[src/rtl/ddr_cmd_queue.sv]
// Request FIFO in front of the DDR controller command port. Issues the head entry
// with an act_cmd/next_cmd handshake and sequences MR0 burst-length updates.
module ddr_cmd_queue #(
    parameter int ADDR_W = 32,
    parameter int DATA_W = 64,
    parameter int DEPTH  = 8
) (
    input  logic                     clock,
    input  logic                     reset_n,
    input  logic                     req_valid,
    output logic                     req_ready,
    input  logic [1:0]               req_rw,
    input  logic [ADDR_W-1:0]        req_addr,
    input  logic [DATA_W-1:0]        req_data,
    output logic                     req_err,
    output logic                     act_cmd,
    output logic [1:0]               dev_rw,
    output logic [ADDR_W-1:0]        cmd_addr,
    output logic [DATA_W-1:0]        cmd_data,
    input  logic                     next_cmd,
    input  logic                     dev_busy,
    input  logic                     rw_proc,
    input  logic                     bl_req_valid,
    input  logic [1:0]               bl_req,
    output logic                     mrs_update,
    output logic [1:0]               bl_update,
    output logic [$clog2(DEPTH):0]   q_count
);
    localparam int PW = $clog2(DEPTH);
    localparam int CW = PW + 1;

    typedef enum logic [1:0] {RUN, DRAIN, MRS} state_t;

    state_t            state;
    logic [1:0]        bl_pend;
    logic [PW-1:0]     wptr, rptr;
    logic [CW-1:0]     count;
    logic [1:0]        mem_rw   [DEPTH];
    logic [ADDR_W-1:0] mem_addr [DEPTH];
    logic [DATA_W-1:0] mem_data [DEPTH];

    logic full, empty, legal, push, pop;

    assign full      = (count == CW'(DEPTH));
    assign empty     = (count == '0);
    assign req_ready = !full;
    assign legal     = (req_rw == 2'b01) || (req_rw == 2'b10);
    assign push      = req_valid && req_ready && legal;
    assign act_cmd   = !empty && !dev_busy && (state == RUN);
    assign pop       = act_cmd && next_cmd;
    assign q_count   = count;

    // Head is read straight from storage; zeroed when empty so idle outputs are clean.
    assign dev_rw   = empty ? 2'b00 : mem_rw[rptr];
    assign cmd_addr = empty ? '0 : mem_addr[rptr];
    assign cmd_data = empty ? '0 : mem_data[rptr];

    always_ff @(posedge clock) begin
        if (push) begin
            mem_rw[wptr]   <= req_rw;
            mem_addr[wptr] <= req_addr;
            mem_data[wptr] <= req_data;
        end
    end

    always_ff @(posedge clock or negedge reset_n) begin
        if (!reset_n) begin
            wptr    <= '0;
            rptr    <= '0;
            count   <= '0;
            req_err <= 1'b0;
        end else begin
            req_err <= req_valid && req_ready && !legal;
            if (push) wptr <= wptr + 1'b1;
            if (pop)  rptr <= rptr + 1'b1;
            case ({push, pop})
                2'b10:   count <= count + 1'b1;
                2'b01:   count <= count - 1'b1;
                default: count <= count;
            endcase
        end
    end

    always_ff @(posedge clock or negedge reset_n) begin
        if (!reset_n) begin
            state      <= RUN;
            bl_pend    <= 2'b00;
            bl_update  <= 2'b00;
            mrs_update <= 1'b0;
        end else begin
            mrs_update <= 1'b0;
            case (state)
                RUN: begin
                    if (bl_req_valid) begin
                        bl_pend <= bl_req;
                        state   <= DRAIN;
                    end
                end
                DRAIN: begin
                    if (bl_req_valid) bl_pend <= bl_req;
                    if (!rw_proc && !dev_busy) begin
                        // A request landing on the exit cycle is the one that gets written.
                        state      <= MRS;
                        mrs_update <= 1'b1;
                        bl_update  <= bl_req_valid ? bl_req : bl_pend;
                    end
                end
                MRS: begin
                    if (bl_req_valid) begin
                        bl_pend <= bl_req;
                        state   <= DRAIN;
                    end else begin
                        state <= RUN;
                    end
                end
                default: state <= RUN;
            endcase
        end
    end
endmodule
[config.mk]
export PLATFORM = sky130hd
export DESIGN_NAME = ddr_cmd_queue
export DESIGN_NICKNAME = d
export VERILOG_FILES = /design/src/rtl/ddr_cmd_queue.sv
export SDC_FILE = /design/constraint.sdc
export NUM_CORES = 1
export LEC_CHECK = 0
export ABC_AREA = 0
export BUFFER_PORTS_ARGS = -buffer_cell sky130_fd_sc_hd__buf_2
export CAP_MARGIN = 10
export CORE_UTILIZATION = 60
export CTS_CLUSTER_DIAMETER = 50
export DETAILED_ROUTE_END_ITERATION = 16
export PLACE_DENSITY = 0.87
export SLEW_MARGIN = 5
export SYNTH_ARGS = -nofsm -noshare
export SYNTH_HDL_FRONTEND = slang
export SYNTH_SLANG_ARGS = --single-unit
[constraint.sdc]
create_clock -name clock -period 12.5 [get_ports clock]
set_input_delay 0 -clock clock [delete_from_list [all_inputs] [get_ports clock]]
set_output_delay 0 -clock clock [all_outputs]
set_load 0.005 [all_outputs]
Word level (Yosys, flattened, before mapping)
Memory sizes are Yosys's and may differ from the RTL's.
Index checks and enable logic that the tools add are counted.
Widths: inputs -> output; s select.

word-level totals
  register bits after elaboration = 18
  RAM bits = 784
  output and inout port bits = 108
  memories kept = 3

operators by class
  add/subtract/negate cells = 4
  equality and inequality tests = 9
  mux-type cells = 13
  reductions and logical operators = 19

memories
  memory    words  width  rd ports  clocked after Yosys merged registers in  wr ports  line  source
  mem_data  8      64     1         0                                        1         40    logic [DATA_W-1:0] mem_data [DEPTH];
  mem_addr  8      32     1         0                                        1         39    logic [ADDR_W-1:0] mem_addr [DEPTH];
  mem_rw    8      2      1         0                                        1         38    logic [1:0] mem_rw [DEPTH];

operators with widths
  operator             number
  $mux 64              1
  $mux 32              1
  $mux 2               4
  $pmux 4 s2           1
  $logic_and 1x1->1    7
  $add 3x1->3 const B  2
  $eq 2x1->1 const B   3
  $eq 2x2->1 const B   3
  $pmux 2 s3           1
  $logic_not 1->1      5
  $mux 1               5
  $add 4x1->4 const B  1
  $eq 4x4->1 const B   1
  $logic_not 4->1      1
  $ne 2x2->1 const B   2
  $reduce_and 2->1     2
  $sub 4x1->4 const B  1
  $reduce_or 3->1      1
  $logic_not 2->1      1
  $reduce_bool 2->1    1
  $logic_or 1x1->1     1

Longest topological paths before layout
  depth in word-level cells = 7
  depth in mapped cells = 12

Worst setup path before layout
Ideal clock, no wire load.

  kind = flip-flop to flip-flop
  start point = register count[1], in the netlist q_count[1]
  end point = memory mem_addr[1][0] (enable)
  data arrival time = 7.608 ns
  path slack = 4.217 ns
  stages on the path, launching flop included = 6
  buffers on the path = 1
  period minus slack after synthesis = 8.283 ns
  cells stage by stage = dfrtp_1 buf_2 or4b_4 and3_4 nand2_1 nor3_1

between the ends
  word-level cells in the longest chain between the ends = 6

ends and longest elaborated chain
  element                          line  source
  from (decl)                      37    logic [CW-1:0] count;
  from (signal assigned)           77    2'b10: count <= count + 1'b1;
  from (signal assigned)           78    2'b01: count <= count - 1'b1;
  from (signal assigned)           79    default: count <= count;
  $eq 4x4->1                       44    assign full = (count == CW'(DEPTH));
  $logic_not 1->1                  46    assign req_ready = !full;
  net req_ready                    11    output logic req_ready,
  $logic_and 1x1->1 (2 in series)  48    assign push = req_valid && req_ready && legal;
  $mux 1                           59    if (push) begin
  $mux 1 (implied by the code)     61    mem_addr[wptr] <= req_addr;
  to (decl)                        39

The timed path passes the listed nets, and every way through them passes these cells.

Worst setup path after layout
  start point = register rptr[0]
  end point = output port cmd_data[39]

between the ends
  word-level cells in the longest chain between the ends = 2

ends and longest elaborated chain
  element                 line  source
  from (decl)             36    logic [PW-1:0] wptr, rptr;
  from (signal assigned)  75    if (pop) rptr <= rptr + 1'b1;
  $mem_v2 8x64            --
  $mux 64                 56    assign cmd_data = empty ? '0 : mem_data[rptr];
  to (decl)               19    output logic [DATA_W-1:0] cmd_data,

No other way between the ends.

==> impl_metrics.prom <==
# TYPE chip_impl_metric gauge
chip_impl_metric{name="final.setup_skew",unit="ps"} 18.4
chip_impl_metric{name="route.vias.total",unit=""} 14993
chip_impl_metric{name="placementRows",unit=""} 82
chip_impl_metric{name="synth_cells",unit=""} 1329
chip_impl_metric{name="grt_pass1_vias",unit=""} 16313
chip_impl_metric{name="post_synth_instance_area",unit="um2"} 30700
chip_impl_metric{name="global_route.usage.total",unit=""} 0.264
chip_impl_info{name="synthFlopType",value="sky130_fd_sc_hd__edfxtp_1"} 1
chip_impl_info{name="critPathLaunchType",value="register"} 1
chip_impl_metric{name="hold_slack",unit="ps"} 190
chip_impl_metric{name="ant_nets",unit=""} 0
chip_impl_metric{name="worst_skew_pair.late_latency",unit="ps"} 620
chip_impl_metric{name="final_hold_violations",unit=""} 0
chip_impl_info{name="synth_area_leader_cell",value="sky130_fd_sc_hd__edfxtp_1"} 1
chip_impl_metric{name="drtPass1Iterations",unit=""} 5
chip_impl_metric{name="synth.distinct_cells",unit=""} 30
chip_impl_metric{name="synth-seq-cells",unit=""} 802
chip_impl_metric{name="period_share",unit=""} 0.353
chip_impl_metric{name="clk_transition_reported_paths",unit="ps"} 60
chip_impl_info{name="min_path_type",value="in -> reg"} 1
chip_impl_info{name="worstSetupEndpointType",value="primary output"} 1
chip_impl_info{name="cp_cell_sequence",value="buf_4 > buf_4 > mux4_2 > mux2i_1 > nor2_1 > buf_2"} 1
chip_impl_metric{name="async_flop_share",unit=""} 0.0224
chip_impl_info{name="post_synth_main_area_contributors",value="sky130_fd_sc_hd__edfxtp_1 (77%), sky130_fd_sc_hd__mux4_2 (14%), sky130_fd_sc_hd__mux2i_1 (3.3%), sky130_fd_sc_hd__dfrtp_1 (1.5%), sky130_fd_sc_hd__nor2_1 (1.3%)"} 1
chip_impl_metric{name="die_width",unit="um"} 228
chip_impl_metric{name="route.detailed.wl_per_inst",unit="um"} 27.4
chip_impl_metric{name="totalWireLength",unit="mm"} 66.7
chip_impl_info{name="cts_root_buffer",value="sky130_fd_sc_hd__clkbuf_16"} 1
chip_impl_metric{name="static-leakage-power",unit="uW"} 0.0122
chip_impl_metric{name="synthToLayoutAreaGrowth",unit="%"} 17.8
chip_impl_metric{name="period_needed",unit="ps"} 4410
chip_impl_metric{name="setup_viol",unit=""} 0
chip_impl_metric{name="maximum_fanout_along_the_worst_path",unit=""} 51
chip_impl_metric{name="drt_first_iter_violations",unit=""} 1516
chip_impl_metric{name="die_y",unit="um"} 228
chip_impl_metric{name="cts_max_path_buffers",unit=""} 3
chip_impl_metric{name="initial_antenna_violation_count",unit=""} 4
chip_impl_metric{name="io_buffer_count",unit=""} 214
chip_impl_metric{name="routed_via_density",unit=""} 6.16
chip_impl_metric{name="die-area",unit="um2"} 52000
chip_impl_metric{name="cts-buffers-inserted",unit=""} 81
chip_impl_metric{name="critPathBufInv",unit=""} 3
chip_impl_metric{name="slew_headroom",unit=""} 0.207
chip_impl_metric{name="yosys_warnings",unit=""} 0
chip_impl_info{name="slowest_stage",value="sky130_fd_sc_hd__dfrtp_4"} 1
chip_impl_metric{name="grt_max_degree",unit=""} 79
chip_impl_metric{name="worst_ir_drop_vdd",unit="V"} 0.000161
chip_impl_metric{name="floorplan.initialDensity",unit=""} 0.610
chip_impl_metric{name="p_per_area",unit="nW/um2"} 218
chip_impl_info{name="clock_tree_from_tritoncts",value="built"} 1
chip_impl_info{name="rsz_0062_raised_after_global_routing",value="no"} 1
chip_impl_info{name="outcome",value="complete, no violations"} 1
chip_impl_metric{name="global_route_overflow",unit=""} 0
chip_impl_metric{name="finalNetCount",unit=""} 1809
chip_impl_info{name="timing_worst_setup_path_type",value="reg -> out"} 1
chip_impl_metric{name="synth_fp_nets",unit=""} 1441
chip_impl_info{name="cpMostUsedCell",value="sky130_fd_sc_hd__buf_4"} 1
chip_impl_metric{name="fmax",unit="GHz"} 0.227
chip_impl_metric{name="netlist.area_leader.share",unit=""} 0.768
chip_impl_metric{name="synthesis.area_per_instance",unit="um2"} 23.1
chip_impl_metric{name="cp_data_required_time",unit="ps"} 12500
chip_impl_metric{name="grt_first_pass_wirelength",unit="mm"} 100
chip_impl_metric{name="remaining_drc_errors",unit=""} 0
chip_impl_metric{name="slew_viols_final",unit=""} 0
chip_impl_metric{name="timing.max_cap.violations",unit=""} 0
chip_impl_metric{name="core_region_area",unit="um2"} 50300
chip_impl_metric{name="timing_worst_slew_pin_value",unit="ps"} 1190
chip_impl_metric{name="h-tree-depth",unit=""} 3
chip_impl_metric{name="numClockSinks",unit=""} 802
chip_impl_metric{name="synth_sequential_area_ratio",unit=""} 0.783
chip_impl_metric{name="critPathArrivalTime",unit="ps"} 4410
chip_impl_metric{name="dp.final_hpwl",unit="mm"} 33.7
chip_impl_info{name="kind_of_cell_with_the_highest_combined_delay_on_the_critical_path",value="buffers and inverters"} 1
chip_impl_metric{name="max_stage_delay",unit="ps"} 1080
chip_impl_metric{name="drive_above_1_share",unit=""} 0.324
chip_impl_metric{name="i_o_pin_cnt",unit=""} 215
chip_impl_metric{name="timing.setup.tns",unit="ps"} 0
chip_impl_metric{name="gp_routability_congestion",unit=""} 0.734
chip_impl_metric{name="number_of_flops_mapped_to_enable_cells_by_yosys",unit=""} 784
==> per-layer routing <==
metal  GRT usage  vias up  routed length, um
met2       0.461      662              35800
met3      0.0493      121               4320
li1            -     6274                  -
met1       0.337     7934              24900
met5           0        -                 16
met4      0.0908        2               1630
==> area by class of cell <==
| cell class | instances | area [um2] |
|---|---|---|
| sequential | 802 | 24000 |
| inverter | 3 | 11.3 |
| antenna | 4 | 10.0 |
| timing repair buffer | 351 | 2380 |
| clock buffer | 112 | 2260 |
| fill | 2835 | 14200 |
| multi-input combinational | 458 | 6290 |
| tap | 672 | 841 |
| clock inverter | 32 | 318 |
==> what timing repair did <==
item / CTS / global route
hold buffers: 111 / 0
gates resized for setup: 0 / 0
setup buffers: 0 / 0
hold endpoints to repair: 816 / 0
==> worst reg2reg max path: cells and delay by family (launching register included) <==
kind,cells,cell delay (ps)
simple gates,4,1460
buf+inv,2,1460
flops,1,530
==> cell families after synthesis <==
kind of cell / share of synthesized area
flops: 0.783
mux: 0.178
simple gates: 0.0193
buf+inv: 0.0137
xor+xnor: 0.00257
compound gates: 0.00151
fa+ha+maj: 0.00204
==> layout by cell type, fill, tap and decap left out, drive strengths merged <==
cell type | synthesis | routed
edfxtp | 784 | 784
buf | 56 | 240
mux4 | 196 | 196
clkbuf | 10 | 112
dlygate4sd3 | 0 | 111
nor2 | 109 | 109
mux2i | 100 | 100
clkinv | 0 | 19
dfrtp | 18 | 18
nand2 | 10 | 10
clkinvlp | 0 | 6
xor2 | 5 | 5
a21oi | 5 | 5
ha | 5 | 5
bufinv | 0 | 5
inv | 3 | 5
diode | 0 | 4
xnor2 | 4 | 4
nand2b | 4 | 4
mux2 | 4 | 4
nor3 | 4 | 4
nor2b | 3 | 3
nor4 | 2 | 2
or4b | 1 | 1
and3 | 1 | 1
o22ai | 1 | 1
nand3 | 1 | 1
a31oi | 1 | 1
or3 | 1 | 1
o32ai | 1 | 1
==> registers in the layout, summed over array words and instances, names as in the netlist <==
register,flops
q_count,4
bl_update,2
mem_addr,256
rptr,3
bl_pend,2
mem_rw,16
mem_data,512
req_err,1
mrs_update,1
state,2
wptr,3
==> report_power, final <==
| group | internal (uW) | switching (uW) | leakage, uW |
|---|---|---|---|
| logic | 1060 | 1060 | 0.00362 |
| clock network | 1370 | 981 | 0.00124 |
| registers | 3180 | 223 | 0.00729 |
| total | 5610 | 2270 | 0.0122 |
==> cell usage after synthesis (5+ instances only) <==
cell type and number:
sky130_fd_sc_hd__edfxtp_1 784, sky130_fd_sc_hd__clkbuf_1 10, sky130_fd_sc_hd__a21oi_1 5, sky130_fd_sc_hd__nor2_1 109, sky130_fd_sc_hd__xor2_1 5, sky130_fd_sc_hd__buf_1 7, sky130_fd_sc_hd__dfrtp_1 18, sky130_fd_sc_hd__mux4_2 196
sky130_fd_sc_hd__mux2i_1 100, sky130_fd_sc_hd__buf_6 16, sky130_fd_sc_hd__buf_2 33, sky130_fd_sc_hd__nand2_1 10, sky130_fd_sc_hd__ha_1 5
==> stage by stage <==
step                      area (um2)   util  instances  total power [uW]  setup slack, ps
after floorplan                30700      -       1329              4840             4220
after global placement         32400  0.645       2175              5470             8660
after detailed placement       32400  0.645       2175              5540             8600
after CTS                      36100  0.718       2430              7930             7920
after global routing           36100  0.718       2433              8190             7660
final                          36100  0.718       2434              7880             8090
==> path summary, 6_finish.rpt <==
path,cells past startpoint,endpoint,from,slack (ps)
worst min register to register,2,bl_update[1],bl_update[1],550
max in group asynchronous,3,rptr[1],reset_n,11310
min in group asynchronous,3,q_count[3],reset_n,570
worst max register to register,6,mem_addr[1][14],q_count[1],8590
worst max-delay path,6,cmd_data[39],rptr[0],8090
worst min-delay path,2,mem_addr[0][26],req_addr[26],190
(Power assumes the default switching activity.)
